$ cat config.mk
export PLATFORM = sky130hd
export DESIGN_NAME = time_set_ctrl
export DESIGN_NICKNAME = d
export VERILOG_FILES = /design/src/rtl/time_set_ctrl_pkg.sv /design/src/rtl/time_set_ctrl_field_counter.sv /design/src/rtl/time_set_ctrl.sv
export SDC_FILE = /design/constraint.sdc
export NUM_CORES = 1
export LEC_CHECK = 0
export ABC_AREA = 1
export CELL_PAD_IN_SITES_DETAIL_PLACEMENT = 1
export CELL_PAD_IN_SITES_GLOBAL_PLACEMENT = 1
export CORE_AREA = 2 2 98 100
export DETAILED_ROUTE_END_ITERATION = 10
export DIE_AREA = 0 0 100 102
export PLACE_DENSITY_LB_ADDON = 0.1
export SETUP_SLACK_MARGIN = 0.02
export SYNTH_ARGS = -nofsm -noshare
export SYNTH_HDL_FRONTEND = slang
export SYNTH_HIERARCHICAL = 1
export SYNTH_SLANG_ARGS = --single-unit
$ cat constraint.sdc
create_clock -name CLK -period 6.5 [get_ports CLK]
set_input_delay 1.3 -clock CLK [delete_from_list [all_inputs] [get_ports CLK]]
set_output_delay 1.3 -clock CLK [all_outputs]
set_load 0.02 [all_outputs]
$ cat src/rtl/time_set_ctrl_pkg.sv
// time_set_ctrl_pkg: state encodings, blink codes and field limits shared by the clock-setting block.
package time_set_ctrl_pkg;
  typedef enum logic [1:0] {
    RUN      = 2'd0,
    SET_HOUR = 2'd1,
    SET_MIN  = 2'd2,
    SET_SEC  = 2'd3
  } state_t;
  localparam logic [1:0] BLINK_NONE = 2'b00;
  localparam logic [1:0] BLINK_SEC  = 2'b01;
  localparam logic [1:0] BLINK_MIN  = 2'b10;
  localparam logic [1:0] BLINK_HOUR = 2'b11;
  localparam logic [7:0] SEC_MAX  = 8'd59;
  localparam logic [7:0] MIN_MAX  = 8'd59;
  localparam logic [7:0] HOUR_MAX = 8'd23;
endpackage

$ cat src/rtl/time_set_ctrl_field_counter.sv
// field_counter: mod-(MAX+1) up/down counter; carry_in advances with carry-out, inc/dec edit without carry.
module field_counter #(
  parameter logic [7:0] MAX = 8'd59
) (
  input  logic       clk,
  input  logic       rst_n,
  input  logic       inc,
  input  logic       dec,
  input  logic       carry_in,
  output logic [7:0] value,
  output logic       carry_out
);
  logic [7:0] up, down;
  assign up        = value == MAX ? 8'd0 : value + 8'd1;
  assign down      = value == 8'd0 ? MAX : value - 8'd1;
  assign carry_out = carry_in && value == MAX;
  always_ff @(posedge clk)
    if (!rst_n) value <= 8'd0;
    else if (carry_in || (inc && !dec)) value <= up;
    else if (dec && !inc) value <= down;
endmodule

$ cat src/rtl/time_set_ctrl.sv
// time_set_ctrl: running HH:MM:SS clock with a key-driven set mode; prescaler and mode FSM live here.
module time_set_ctrl
  import time_set_ctrl_pkg::*;
#(
  parameter logic [25:0] T1S = 26'd49_999_999
) (
  input  logic        CLK,
  input  logic        RSTn,
  input  logic        Key_Mode,
  input  logic        Key_Inc,
  input  logic        Key_Dec,
  output logic [23:0] Number_Data,
  output logic [1:0]  Blink,
  output logic        Day_Wrap
);
  state_t state, state_next;
  logic [1:0] blink_next;
  logic [25:0] pre;
  logic [7:0] sec, min, hour;
  logic tick, edit_inc, edit_dec, c_sec, c_min, c_hour;
  assign tick     = state == RUN && pre == T1S;
  assign edit_inc = Key_Inc && !Key_Mode;
  assign edit_dec = Key_Dec && !Key_Mode;
  always_ff @(posedge CLK)
    if (!RSTn) begin
      state <= RUN;
      Blink <= BLINK_NONE;
    end else begin
      state <= state_next;
      Blink <= blink_next;
    end
  always_comb
    state_next = !Key_Mode         ? state    :
                 state == RUN      ? SET_HOUR :
                 state == SET_HOUR ? SET_MIN  :
                 state == SET_MIN  ? SET_SEC  : RUN;
  always_comb
    blink_next = state_next == RUN      ? BLINK_NONE :
                 state_next == SET_HOUR ? BLINK_HOUR :
                 state_next == SET_MIN  ? BLINK_MIN  : BLINK_SEC;
  // Prescaler is parked at 0 while editing so leaving set mode starts a full second.
  always_ff @(posedge CLK)
    if (!RSTn) begin
      pre      <= 26'd0;
      Day_Wrap <= 1'b0;
    end else begin
      pre      <= (state != RUN || tick) ? 26'd0 : pre + 26'd1;
      Day_Wrap <= c_hour;
    end
  field_counter #(.MAX(SEC_MAX)) u_sec (
    .clk(CLK), .rst_n(RSTn),
    .inc(state == SET_SEC && edit_inc), .dec(state == SET_SEC && edit_dec),
    .carry_in(tick), .value(sec), .carry_out(c_sec)
  );
  field_counter #(.MAX(MIN_MAX)) u_min (
    .clk(CLK), .rst_n(RSTn),
    .inc(state == SET_MIN && edit_inc), .dec(state == SET_MIN && edit_dec),
    .carry_in(c_sec), .value(min), .carry_out(c_min)
  );
  field_counter #(.MAX(HOUR_MAX)) u_hour (
    .clk(CLK), .rst_n(RSTn),
    .inc(state == SET_HOUR && edit_inc), .dec(state == SET_HOUR && edit_dec),
    .carry_in(c_min), .value(hour), .carry_out(c_hour)
  );
  assign Number_Data = {hour, min, sec};
endmodule

* Yosys cells after proc, flatten, opt, wreduce, memory -nomap -nowiden *
Cells that the tools add are included.
W data, S select, Z words.

operators by class
  add/subtract/negate cells = 7
  multiply operators = 0
  div/mod/pow operators = 0
  $lt $le $gt $ge = 0
  equal/unequal tests = 9
  shifts and indexed selects = 0
  muxes and demuxes = 18
  bitwise operators = 1
  reductions and logical operators = 40

operators with widths
  cell                     count
  $mux W8                  12
  $add A26 B1 Y26 const B  1
  $eq A26 B26 Y1 const B   1
  $add A8 B1 Y8 const B    3
  $logic_not A8 Y1         3
  $sub A8 B1 Y8 const B    3
  $logic_and A1 B1 Y1      18
  $eq A8 B6 Y1 const B     2
  $mux W2                  6
  $eq A8 B5 Y1 const B     1
  $reduce_bool A2 Y1       4
  $logic_not A1 Y1         7
  $eq A2 B2 Y1 const B     3
  $eq A2 B1 Y1 const B     2
  $logic_not A2 Y1         2
  $logic_or A1 B1 Y1       4
  $reduce_or A2 Y1         2
  $not A1 Y1               1

storage, ports and cells
  flip-flop bits (word level) = 55
  latch bits = 0
  memory bits (writable) = 0
  bits in read-only memories = 0
  input port bits = 5
  output and inout port bits = 27
  word-level logic and storage cells = 82
  memories kept = 0

* Depth between registers and ports, before layout *
  depth in word-level cells = 8
  depth in mapped cells = 19
  gate-level depth less buffers = 19

* Cells and area by module *
Netlist, hierarchy kept.

by module, submodules not included
  module                      times used  cells an instance  area an instance (µm²)  sequential area each (µm²)
  time_set_ctrl               1           256                1,754.2                 620.6
  field_counter at u_min ...  2           131                759.5                   160.2
  field_counter at u_hour     1           132                763.2                   160.2

* Least setup slack after synthesis *
OpenSTA, ideal clock, no wires.

  path type = input to register
  start point = input Key_Mode
  end point = register u_sec.value[4]
  library setup time = 0.070 ns
  arrival = 2.250 ns
  data required time = 6.430 ns
  path slack = 4.180 ns
  cell stages on the path = 9
  buffers on the path = 0
  path through = inv_1 > nand2_1 > nor2_1 > inv_1 > o21ai_4 > inv_2 > nor2_2 > o211ai_1 > a21oi_1

on the way
  cells in the longest elaborated chain, start to end = 7
  elaborated cells on any way between the ends = 12
  those cells by class = mux: 1; reduce/logical: 11

ends and longest elaborated chain
  item                                           RTL line                           RTL
  from (decl)                                    time_set_ctrl.sv:9                 input logic Key_Mode,
  $logic_not A1 Y1 *                             --
  $logic_and A1 B1 Y1                            time_set_ctrl.sv:23                assign edit_dec = Key_Dec && !Key_Mode;
  $logic_and A1 B1 Y1                            time_set_ctrl.sv:52                .inc(state == SET_SEC && edit_inc), .dec(state == SET_SEC && edit_dec),
  $logic_not A1 Y1                               time_set_ctrl_field_counter.sv:19  else if (carry_in || (inc && !dec)) value <= up;
  $logic_and A1 B1 Y1                            time_set_ctrl_field_counter.sv:19
  $logic_or A1 B1 Y1                             time_set_ctrl_field_counter.sv:19
  $mux W8 or $reduce_bool A2 Y1 (tied branches)  --
  to (signal assigned)                           time_set_ctrl_field_counter.sv:19
  to (signal assigned)                           time_set_ctrl_field_counter.sv:20  else if (dec && !inc) value <= down;
  to (decl)                                      time_set_ctrl_field_counter.sv:10  output logic [7:0] value,

Every way passes the cells marked *; elsewhere a longest branch is shown, timed or not.
A chain may end at the register's enable or synchronous reset.

* Worst setup path after layout *
  start point = register u_hour.value[2]
  end point = output Number_Data[18]

RTL lines
  item                    RTL line                           RTL
  from (decl)             time_set_ctrl_field_counter.sv:10
  from (signal assigned)  time_set_ctrl_field_counter.sv:19
  from (signal assigned)  time_set_ctrl_field_counter.sv:20
  to (decl)               time_set_ctrl.sv:12                output logic [23:0] Number_Data,

No word-level cell between the ends.

==> results summary <==
The area of the mapped netlist is roughly 0.0040 mm^2. The clock-pin slew reported for the worst setup and hold paths after clock tree synthesis is between 0.1 and 0.15 ns. The starting density of the core is 0.443.

The post-place setup slack is roughly 3.3 ns. The TritonCTS clock tree is yes. The number of clock sinks came out at 55. After clock tree synthesis, the repair step resized 0 gates. The number of top-level pins came out at 32.

The net count after synthesis came out at ~670. The share of the clock period used by the worst path after layout came out at 0.462. The worst setup path is captured at a primary output. The worst IR drop on VDD is between 0.09 and 0.1 mV. The length of the first detailed-routing pass in iterations is 4. Together, buffers and inverters on the worst path number 1.

The number of nets at the end of the flow is 699. The wire length per cell after detailed routing came out at 14.9 um. The share of the Yosys chip area taken by registers is 0.273. The clock latency on the worst-skew pair came out at ~0.32 ns. Broken down by cell family, the worst path's largest delay share belongs to buffers and inverters.

The cell area after layout came out at ~0.0045 mm^2. The horizontal extent of the die is around 100 um. STA puts the critical path data required time at approximately 5.2 ns.

The tree is rooted in a sky130_fd_sc_hd__clkbuf_8. The layout-stage area growth over the synthesis result is 12.0%. The detailed-route wire length came out at around 12000 um. The path class of the tightest hold or removal check is flop to flop. The worst-case setup margin in the final layout is around 3.5 ns. The maximum number of buffers from clock root to sink came out at 2. Walking the worst path, the cells encountered are clkdlybuf4s50_1. Setup violations remaining at the end of the flow were counted as 0.

The shortest clock period the worst path allows after layout came out at 3.00 ns. The number of enable flip-flop cells after synthesis is 0. The routed via count divided by cell count is ~5.3. The number of H-tree levels is 2. Of all flip-flops after synthesis, the portion carrying an async set or reset was 0. The count of nets left with antenna violations once routing finished came out at 0. The count of buffers from port buffering came out at 31.

Timing would allow up to between 300 and 400 MHz. For this run, the slowest stage of the critical path takes slightly above 0.7 ns. The primary flip-flop cell chosen by synthesis mapping is sky130_fd_sc_hd__dfxtp_1. The per-instance average area after synthesis is just over 6 um^2.

The residual DRC count is 0. The count of fill cells added during filler insertion came out at approximately 1300. The flip-flop and latch area came out at about 0.0011 mm^2. The flow ran to the end, and the final reports show no timing, DRC or antenna violations. The total die area is slightly above 0.01 mm^2. Setup repair after global routing left no endpoint under its margin. The number of antenna diodes came out at 0. The final-layout setup total negative slack came out at 0 ns. In this run, post-CTS hold repair placed 0 buffers.

The clock skew after layout is about 0.018 ns. Of the cells placed in the final design, the portion with a size suffix greater than 1 is 0.103. The number of buffers inserted during clock tree synthesis came out at 5.

The setup path with the least slack is of type flop to primary output. In this run the tightest slew margin relative to its limit is 0.539. The maximum number of pins on one net before global-route repair came out at 27. The overall power after layout came out at just under 800 uW. The arrival time at the worst endpoint came out at 1.70 ns. The total number of placement rows is 35. The y dimension of the die is 102 um. The count of synthesis-stage warnings from yosys came out at 6. In this run the power density over the cells is 174 mW/mm^2. The total count of max-transition violations in the final report was 0. The biggest fanout along the worst timing path came out at 10.

The slew at the pin closest to its max-slew limit came out at 0.689 ns. The post-synthesis cell count came out at 650. The initial antenna violation count is 0. The leakage power figure is a little over 0.002 uW. Summing all multi-input logic gate instances after layout gives 0.00246 mm^2.

The area inside the core boundary came out at just over 0.009 mm^2. The cell area after placement came out at roughly 0.0044 mm^2. Across every metal layer, demand over resource in global routing totals 0.241.

In this run the post-CTS setup repair buffer count came out at 0. Summed over all nets, the half-perimeter wirelength after detailed placement is 9080 um. The residual overflow from global routing came out at 0.

The number of global-route vias before repair came to roughly 4300. The count of max-cap constraint violations came out at 0. Among all stages on the critical path, the largest delay is contributed by sky130_fd_sc_hd__clkdlybuf4s50_1. The first-pass GRT wire length is a little over 20000 um. The number of endpoints with negative hold slack in the final report came out at 0. Synthesis inferred 55 register bits. The initial DRC count came out at approximately 80. The tightest hold margin is approximately 0.47 ns. The number of different library cells used by synthesis comes to 29. The via count is ~4200. STA classifies the critical path startpoint as a flop. The weighted congestion at the end of routability-driven global placement came out at 0.874.
-- logic make-up (layout without fill, tap and decap cells) --
kind of cell | after synthesis | in the layout | share of synthesized area
simple gates | 378 | 378 | 0.435
compound gates | 71 | 71 | 0.0961
xor+xnor | 17 | 17 | 0.0369
flops | 55 | 55 | 0.273
buf+inv | 116 | 147 | 0.119
fa+ha+maj | 13 | 13 | 0.0403
-- routing by layer --
metal	GRT usage	share of wire
met5	0	0
met1	0.313	0.48
met2	0.426	0.48
met4	0.0695	0.017
met3	0.0246	0.023
-- registers in the layout, summed over array words and instances (netlist names) --
signal and count:
Blink 2, Day_Wrap 1, pre 26, state 2, u_hour/value 8, u_min/value 8
u_sec/value 8
-- Yosys cell counts, types with 2 or more instances --
library cell,number,area [um^2]
sky130_fd_sc_hd__nand2_1,153,574
sky130_fd_sc_hd__inv_1,101,379
sky130_fd_sc_hd__buf_6,2,22.5
sky130_fd_sc_hd__nand2_2,7,43.8
sky130_fd_sc_hd__nand4_1,12,75.1
sky130_fd_sc_hd__nand2_4,3,33.8
sky130_fd_sc_hd__o211ai_1,4,30.0
sky130_fd_sc_hd__buf_4,3,22.5
sky130_fd_sc_hd__nor2_4,8,90.1
sky130_fd_sc_hd__xor2_1,13,114
sky130_fd_sc_hd__nor3_2,3,30.0
sky130_fd_sc_hd__o21ai_1,5,25.0
sky130_fd_sc_hd__inv_2,8,30.0
sky130_fd_sc_hd__ha_1,13,163
sky130_fd_sc_hd__nor2_1,87,327
sky130_fd_sc_hd__nand3_1,69,345
sky130_fd_sc_hd__o21ai_0,25,125
sky130_fd_sc_hd__xnor2_1,4,35.0
sky130_fd_sc_hd__o21ai_4,2,32.5
sky130_fd_sc_hd__a21oi_1,35,175
sky130_fd_sc_hd__dfxtp_1,55,1100
sky130_fd_sc_hd__nor3_1,2,10.0
sky130_fd_sc_hd__nor2_2,30,188
-- metrics by stage --
stage                util  instances
floorplan               -        650
global placement    0.485        785
detailed placement  0.485        785
CTS                 0.496        792
global route        0.496        792
finish              0.496        792
-- worst paths after layout --
| kind | cells after the start | slack [ns] | from | to |
|---|---|---|---|---|
| setup reg to reg | 19 | 3.72 | pre[0]$_SDFF_PP0_ | u_hour/value[0]$_SDFFE_PN0P_ |
| hold reg to reg | 1 | 0.47 | pre[0]$_SDFF_PP0_ | pre[0]$_SDFF_PP0_ |
| setup / recovery | 1 | 3.50 | u_hour/value[2]$_SDFFE_PN0P_ | Number_Data[18] |
| hold / removal | 1 | 0.47 | pre[0]$_SDFF_PP0_ | pre[0]$_SDFF_PP0_ |
-- cell usage in the layout, fill, tap and decap left out, drive strengths merged --
cell type and instances:
nand2 163, nor2 126, inv 109, nand3 69, dfxtp 55, a21oi 35
o21ai 32, clkdlybuf4s50 31, xor2 13, ha 13, nand4 12, clkbuf 5
nor3 5, xnor2 4, o211ai 4, or2 1, and2 1, nor3b 1
clkinvlp 1, bufinv 1
-- area by class of cell --
class | instances | area share
clock buffers | 5 | 0.0152
inverters | 109 | 0.0905
well taps | 111 | 0.0307
multi-input cells | 479 | 0.543
clock inverters | 2 | 0.00830
repair buffers | 31 | 0.0686
flip-flops and latches | 55 | 0.243
-- report_power, final --
group	total, uW	internal [uW]	switching [uW]
logic	179	65.4	113
clock network	237	113	124
registers	373	349	23.5
Note: power is estimated with default switching activity, not from simulation.
